### src/rtl/pls_pkg.sv
// Shared definitions for the PLS/GMII symbol mapping (transmit mapper and receive decoder).
// One-hot PLS symbol encodings, GMII code points and the receive frame-state encoding.
package pls_pkg;

  typedef logic [4:0] sym_t;

  localparam sym_t SYM_NONE          = 5'b00000;
  localparam sym_t SYM_ZERO          = 5'b00001;
  localparam sym_t SYM_ONE           = 5'b00010;
  localparam sym_t SYM_EXTEND_ERROR  = 5'b00100;
  localparam sym_t SYM_EXTEND        = 5'b01000;
  localparam sym_t SYM_DATA_COMPLETE = 5'b10000;

  localparam logic [7:0] GMII_ZERO          = 8'h4F;
  localparam logic [7:0] GMII_ONE           = 8'h3F;
  localparam logic [7:0] GMII_EXTEND_ERROR  = 8'h1F;
  localparam logic [7:0] GMII_EXTEND        = 8'h0F;
  localparam logic [7:0] GMII_DATA_COMPLETE = 8'h5F;

  typedef enum logic [1:0] {
    ST_IDLE = 2'd0,
    ST_DATA = 2'd1,
    ST_EXT  = 2'd2,
    ST_ERR  = 2'd3
  } state_t;

endpackage

### src/rtl/pls_sym_decode.sv
// Combinational GMII receive code to one-hot PLS symbol decoder.
// Exact match on {rx_dv, rx_er, rxd}; anything unmatched decodes to SYM_NONE with invalid set.
module pls_sym_decode
  import pls_pkg::*;
(
  input  logic [7:0] rxd,
  input  logic       rx_dv,
  input  logic       rx_er,
  output sym_t       sym,
  output logic       invalid
);

  always_comb begin
    sym = SYM_NONE;
    case ({rx_dv, rx_er})
      2'b10: begin
        if (rxd == GMII_ZERO)      sym = SYM_ZERO;
        else if (rxd == GMII_ONE)  sym = SYM_ONE;
      end
      2'b01: begin
        if (rxd == GMII_EXTEND_ERROR) sym = SYM_EXTEND_ERROR;
        else if (rxd == GMII_EXTEND)  sym = SYM_EXTEND;
      end
      2'b00: begin
        if (rxd == GMII_DATA_COMPLETE) sym = SYM_DATA_COMPLETE;
      end
      default: sym = SYM_NONE;
    endcase
  end

  assign invalid = (sym == SYM_NONE);

endmodule

### src/rtl/pls_rx_decoder.sv
// Receive-side PLS decoder: registers GMII inputs, decodes them and tracks frame state,
// data-symbol count and error status, reporting each completed frame to the upper layer.
module pls_rx_decoder
  import pls_pkg::*;
#(
  parameter int SYM_CNT_W = 16
) (
  input  logic                 clk,
  input  logic                 reset,
  input  logic [7:0]           rxd,
  input  logic                 rx_dv,
  input  logic                 rx_er,
  output logic [4:0]           pls_data_ind,
  output logic                 pls_ind_valid,
  output logic                 pls_carrier,
  output logic                 frame_done,
  output logic [SYM_CNT_W-1:0] frame_len,
  output logic                 frame_err
);

  localparam logic [SYM_CNT_W-1:0] CNT_ONE = SYM_CNT_W'(1);

  logic [7:0]           rxd_q;
  logic                 rx_dv_q;
  logic                 rx_er_q;
  sym_t                 sym;
  logic                 invalid;
  logic                 is_data;
  state_t               state;
  logic [SYM_CNT_W-1:0] cnt;
  logic [SYM_CNT_W-1:0] cnt_inc;
  logic                 err_flag;

  // Input stage clears to the idle pattern so reset looks like an idle line.
  always_ff @(posedge clk or negedge reset) begin
    if (!reset) begin
      rxd_q   <= GMII_DATA_COMPLETE;
      rx_dv_q <= 1'b0;
      rx_er_q <= 1'b0;
    end else begin
      rxd_q   <= rxd;
      rx_dv_q <= rx_dv;
      rx_er_q <= rx_er;
    end
  end

  pls_sym_decode u_decode (
    .rxd     (rxd_q),
    .rx_dv   (rx_dv_q),
    .rx_er   (rx_er_q),
    .sym     (sym),
    .invalid (invalid)
  );

  assign is_data = (sym == SYM_ZERO) || (sym == SYM_ONE);
  assign cnt_inc = (&cnt) ? cnt : cnt + CNT_ONE;

  // Carrier covers the whole frame, from the first data symbol through the closing DATA_COMPLETE.
  always_ff @(posedge clk or negedge reset) begin
    if (!reset) begin
      state         <= ST_IDLE;
      cnt           <= '0;
      err_flag      <= 1'b0;
      pls_data_ind  <= SYM_NONE;
      pls_ind_valid <= 1'b0;
      pls_carrier   <= 1'b0;
      frame_done    <= 1'b0;
      frame_len     <= '0;
      frame_err     <= 1'b0;
    end else begin
      pls_data_ind  <= sym;
      pls_ind_valid <= 1'b0;
      pls_carrier   <= (state != ST_IDLE);
      frame_done    <= 1'b0;
      case (state)
        ST_IDLE: begin
          if (is_data) begin
            state         <= ST_DATA;
            cnt           <= CNT_ONE;
            pls_ind_valid <= 1'b1;
            pls_carrier   <= 1'b1;
          end
        end
        ST_DATA: begin
          if (is_data) begin
            cnt           <= cnt_inc;
            pls_ind_valid <= 1'b1;
          end else if (sym == SYM_EXTEND) begin
            state         <= ST_EXT;
            pls_ind_valid <= 1'b1;
          end else if (sym == SYM_EXTEND_ERROR) begin
            state         <= ST_EXT;
            err_flag      <= 1'b1;
            pls_ind_valid <= 1'b1;
          end else if (sym == SYM_DATA_COMPLETE) begin
            state         <= ST_IDLE;
            err_flag      <= 1'b0;
            pls_ind_valid <= 1'b1;
            frame_done    <= 1'b1;
            frame_len     <= cnt;
            frame_err     <= err_flag;
          end else if (invalid) begin
            state    <= ST_ERR;
            err_flag <= 1'b1;
          end
        end
        ST_EXT: begin
          if (sym == SYM_EXTEND) begin
            pls_ind_valid <= 1'b1;
          end else if (sym == SYM_EXTEND_ERROR) begin
            err_flag      <= 1'b1;
            pls_ind_valid <= 1'b1;
          end else if (sym == SYM_DATA_COMPLETE) begin
            state         <= ST_IDLE;
            err_flag      <= 1'b0;
            pls_ind_valid <= 1'b1;
            frame_done    <= 1'b1;
            frame_len     <= cnt;
            frame_err     <= err_flag;
          end else if (is_data || invalid) begin
            state    <= ST_ERR;
            err_flag <= 1'b1;
          end
        end
        ST_ERR: begin
          // Everything but DATA_COMPLETE is swallowed; the count stays frozen at the error point.
          if (sym == SYM_DATA_COMPLETE) begin
            state         <= ST_IDLE;
            err_flag      <= 1'b0;
            pls_ind_valid <= 1'b1;
            frame_done    <= 1'b1;
            frame_len     <= cnt;
            frame_err     <= 1'b1;
          end
        end
        default: state <= ST_IDLE;
      endcase
    end
  end

endmodule

### config.mk
export PLATFORM = sky130hd
export DESIGN_NAME = pls_rx_decoder
export DESIGN_NICKNAME = d
export VERILOG_FILES = /design/src/rtl/pls_pkg.sv /design/src/rtl/pls_sym_decode.sv /design/src/rtl/pls_rx_decoder.sv
export SDC_FILE = /design/constraint.sdc
export NUM_CORES = 1
export LEC_CHECK = 0
export CAP_MARGIN = 10
export CORE_MARGIN = 4
export CORE_UTILIZATION = 55
export CTS_BUF_LIST = sky130_fd_sc_hd__clkbuf_4 sky130_fd_sc_hd__clkbuf_8
export DETAILED_ROUTE_END_ITERATION = 7
export PLACE_DENSITY = 0.83
export SETUP_SLACK_MARGIN = 0.4
export SLEW_MARGIN = 40
export SYNTH_ARGS = -nofsm -noshare
export SYNTH_HDL_FRONTEND = slang
export SYNTH_SLANG_ARGS = --single-unit
### constraint.sdc
create_clock -name clk -period 3 [get_ports clk]
set_clock_uncertainty 0.1 [all_clocks]
set_input_delay 0.3 -clock clk [delete_from_list [all_inputs] [get_ports clk]]
set_output_delay 0.3 -clock clk [all_outputs]
set_load 0.02 [all_outputs]
==> run metrics <==
GRT Overall Usage 0.187; vias in the first global route 1622; pin slew with the least headroom to its limit 0.629 ns; Starting Density 0.584; Global Route met2 Usage 0.277; Ys Warns 0; slew margin rel. 0.581; compound-cell area share of the yosys netlist 0.127; Die Ht 73.9 um; CTS Buffer Depth 2; Simple-Gate Fraction of Synth Area 0.191; met3 Use GR 0.0520; CTS Buf Count 5; number of distinct library cells after synthesis 45; drt wl/cell 15.6 um; row count 23; ys flop type dfrtp_1; DR vias/cell 5.90; Critical Setup Path Class reg2reg; Detail Route Antenna Nets 0; Hold Path Class in2reg; RSZ-0062 raised after global routing false; data required time of the worst path 3.15 ns; Avg Cell Area, Syn 11.6 um2; core area 0.00409 mm2; post-synthesis mux area share 0.0886; GRT busiest layer met2; EDFF count, synth 0; outcome complete, no violations; Synth Instances 206; Power Dens Cells 428 mW/mm2; Final Cycle Share 0.852; DIE AREA 0.00546 mm2; routability cong. 0.808; #FFs+latches synth 54; I/O Pins 37; Critical Path Fanout Max 14; Synth Area in XOR/XNOR 0; FFs w/ async S/R, synth 1.00; largest family of logic cells by synthesized area simple AND/OR/NAND/NOR gates; most frequent cells in the layout dfrtp_1, clkdlybuf4s50_1, nand2_1; antenna violations before repair 0; Nets 264; fin worst setup slack 0.445 ns; vias 1782; GRT Residual Overflow 0; P_sw 267 uW; DRT Wirelength 4730 um; largest net degree at the start of global routing 31; synthesized cell area 0.00239 mm2; Worst setup EP type flip-flop; Core Util, Final 0.730; share of cells above drive strength 1 0.190; M1 GR Usage 0.258; CTS tree built; # clock sinks 54; first-pass GRT wire length 7650 um; Tmin final 2.56 ns; max_cap viols 0; post-DP HPWL 3270 um; Max Freq 391 MHz; Area growth, synth to finish 25.0%; Slew Limit Fails 0; post-route setup TNS 0 ns; Clock Pin Slew Worst Setup and Hold Paths 0.09 ns; adder-cell area share of the yosys netlist 0.00524; Critical Path AT 2.70 ns; power consumption 1.28 mW; worst skew pair latency 0.32 ns; initial drt markers 114; register area share after synthesis 0.569; Logic pwr share 0.038; Residual DRC 0; Port Buf Inserts 36; root buffer cell clkbuf_8; Die Wd 73.9 um; clock share of power 0.374; Initial DRT Pass Iterations 4; sequential group share of total power 0.587; Setup WS pre-CTS 0.429 ns; CTS H-tree lvls 2; switching share of total power 0.209; Int Pwr 1.01 mW; final setup fails 0; antenna diode count 0; Static Leakage 1.28 nW; commonest non-fill, non-tap cell in the layout dfrtp_1; Critical Path Source Type flip-flop; Final Hold Fails 0; Max VDD drop 321 uV; Post-Syn Nets 219
==> Yosys cell counts (all sizes together) (6+ instances only) <==
cell type / number / area share
dfrtp: 48 / 0.50
nand2: 21 / 0.033
mux2: 17 / 0.080
a21oi: 13 / 0.029
nor2: 11 / 0.017
o21ai: 11 / 0.023
nand3: 7 / 0.015
or3: 7 / 0.018
clkbuf: 6 / 0.0094
dfstp: 6 / 0.066
==> per-stage QoR <==
stage / cell area (um2) / hold slack (ns) / instances
3_5_place_dp: 2820 / 0.256 / 289
4_1_cts: 2930 / 0.281 / 298
3_3_place_gp: 2810 / 0.247 / 289
2_1_floorplan: 2390 / -0.0956 / 206
6_report: 2980 / 0.287 / 302
5_1_grt: 2980 / 0.273 / 302
==> power groups by stage <==
| stage | combinational (mW) | sequential, mW | clock, mW |
|---|---|---|---|
| finish | 0.0491 | 0.749 | 0.477 |
| global placement | 0.0477 | 0.762 | 0 |
| global route | 0.0549 | 0.751 | 0.514 |
| floorplan | 0.0157 | 0.762 | 0 |
| detailed placement | 0.0493 | 0.763 | 0 |
| CTS | 0.0505 | 0.749 | 0.487 |
==> state kept, by name, indices dropped and copies added, names as in the netlist, 2 cells and up <==
signal	count
rxd_q	8
cnt	16
frame_len	16
pls_data_ind	5
state	2
==> critical path, cell delays in order (launching register included) <==
cell and delay (ns):
dfstp_2 0.58, or3b_4 0.43, a2111oi_4 0.48, o31ai_4 0.23, or4_4 0.52, a21oi_2 0.14
==> final cells by class <==
| type | count | area, um2 |
|---|---|---|
| fillers | 299 | 1100 |
| well taps | 50 | 62.6 |
| multi-input cells | 141 | 1010 |
| inverters | 4 | 15.0 |
| repair buffers | 45 | 425 |
| clock inverters | 3 | 40.0 |
| flip-flops and latches | 54 | 1360 |
| clock buffers | 5 | 68.8 |
==> per-layer routing <==
metal  vias to the layer above  wire (um)
li1                        853          -
met1                       849       2040
met2                        72       2250
met3                         8        359
met4                         0         80
met5                         -          0
==> what timing repair did <==
| action | 4_1_cts | 5_1_grt |
|---|---|---|
| hold buffers | 1 | 0 |
| endpoints found under the hold margin | 23 | 0 |
| setup endpoints to repair | 0 | 6 |
| setup buffers | 0 | 4 |
| gates resized for setup | 0 | 2 |
==> cell families (layout without fill, tap and decap cells) <==
family | after synthesis | after routing
and+or+nand+nor | 79 | 79
DFF | 54 | 54
AOI/OAI and AO/OA | 42 | 42
muxes | 19 | 19
buffers and inverters | 11 | 57
adders and majority gates | 1 | 1
==> worst paths after layout <==
kind / slack [ns] / endpoint / cells after the start / start
max reg2reg: 0.44 / cnt[5] / 5 / rxd_q[6]
min reg2reg: 0.41 / frame_len[4] / 1 / frame_len[4]
max: 0.44 / cnt[5] / 5 / rxd_q[6]
min in group asynchronous: 0.43 / pls_data_ind[3] / 2 / reset
max in group asynchronous: 1.61 / cnt[7] / 3 / reset
min: 0.29 / rxd_q[1] / 1 / rxd[1]
No activity file was read; power rests on OpenSTA's default activity.
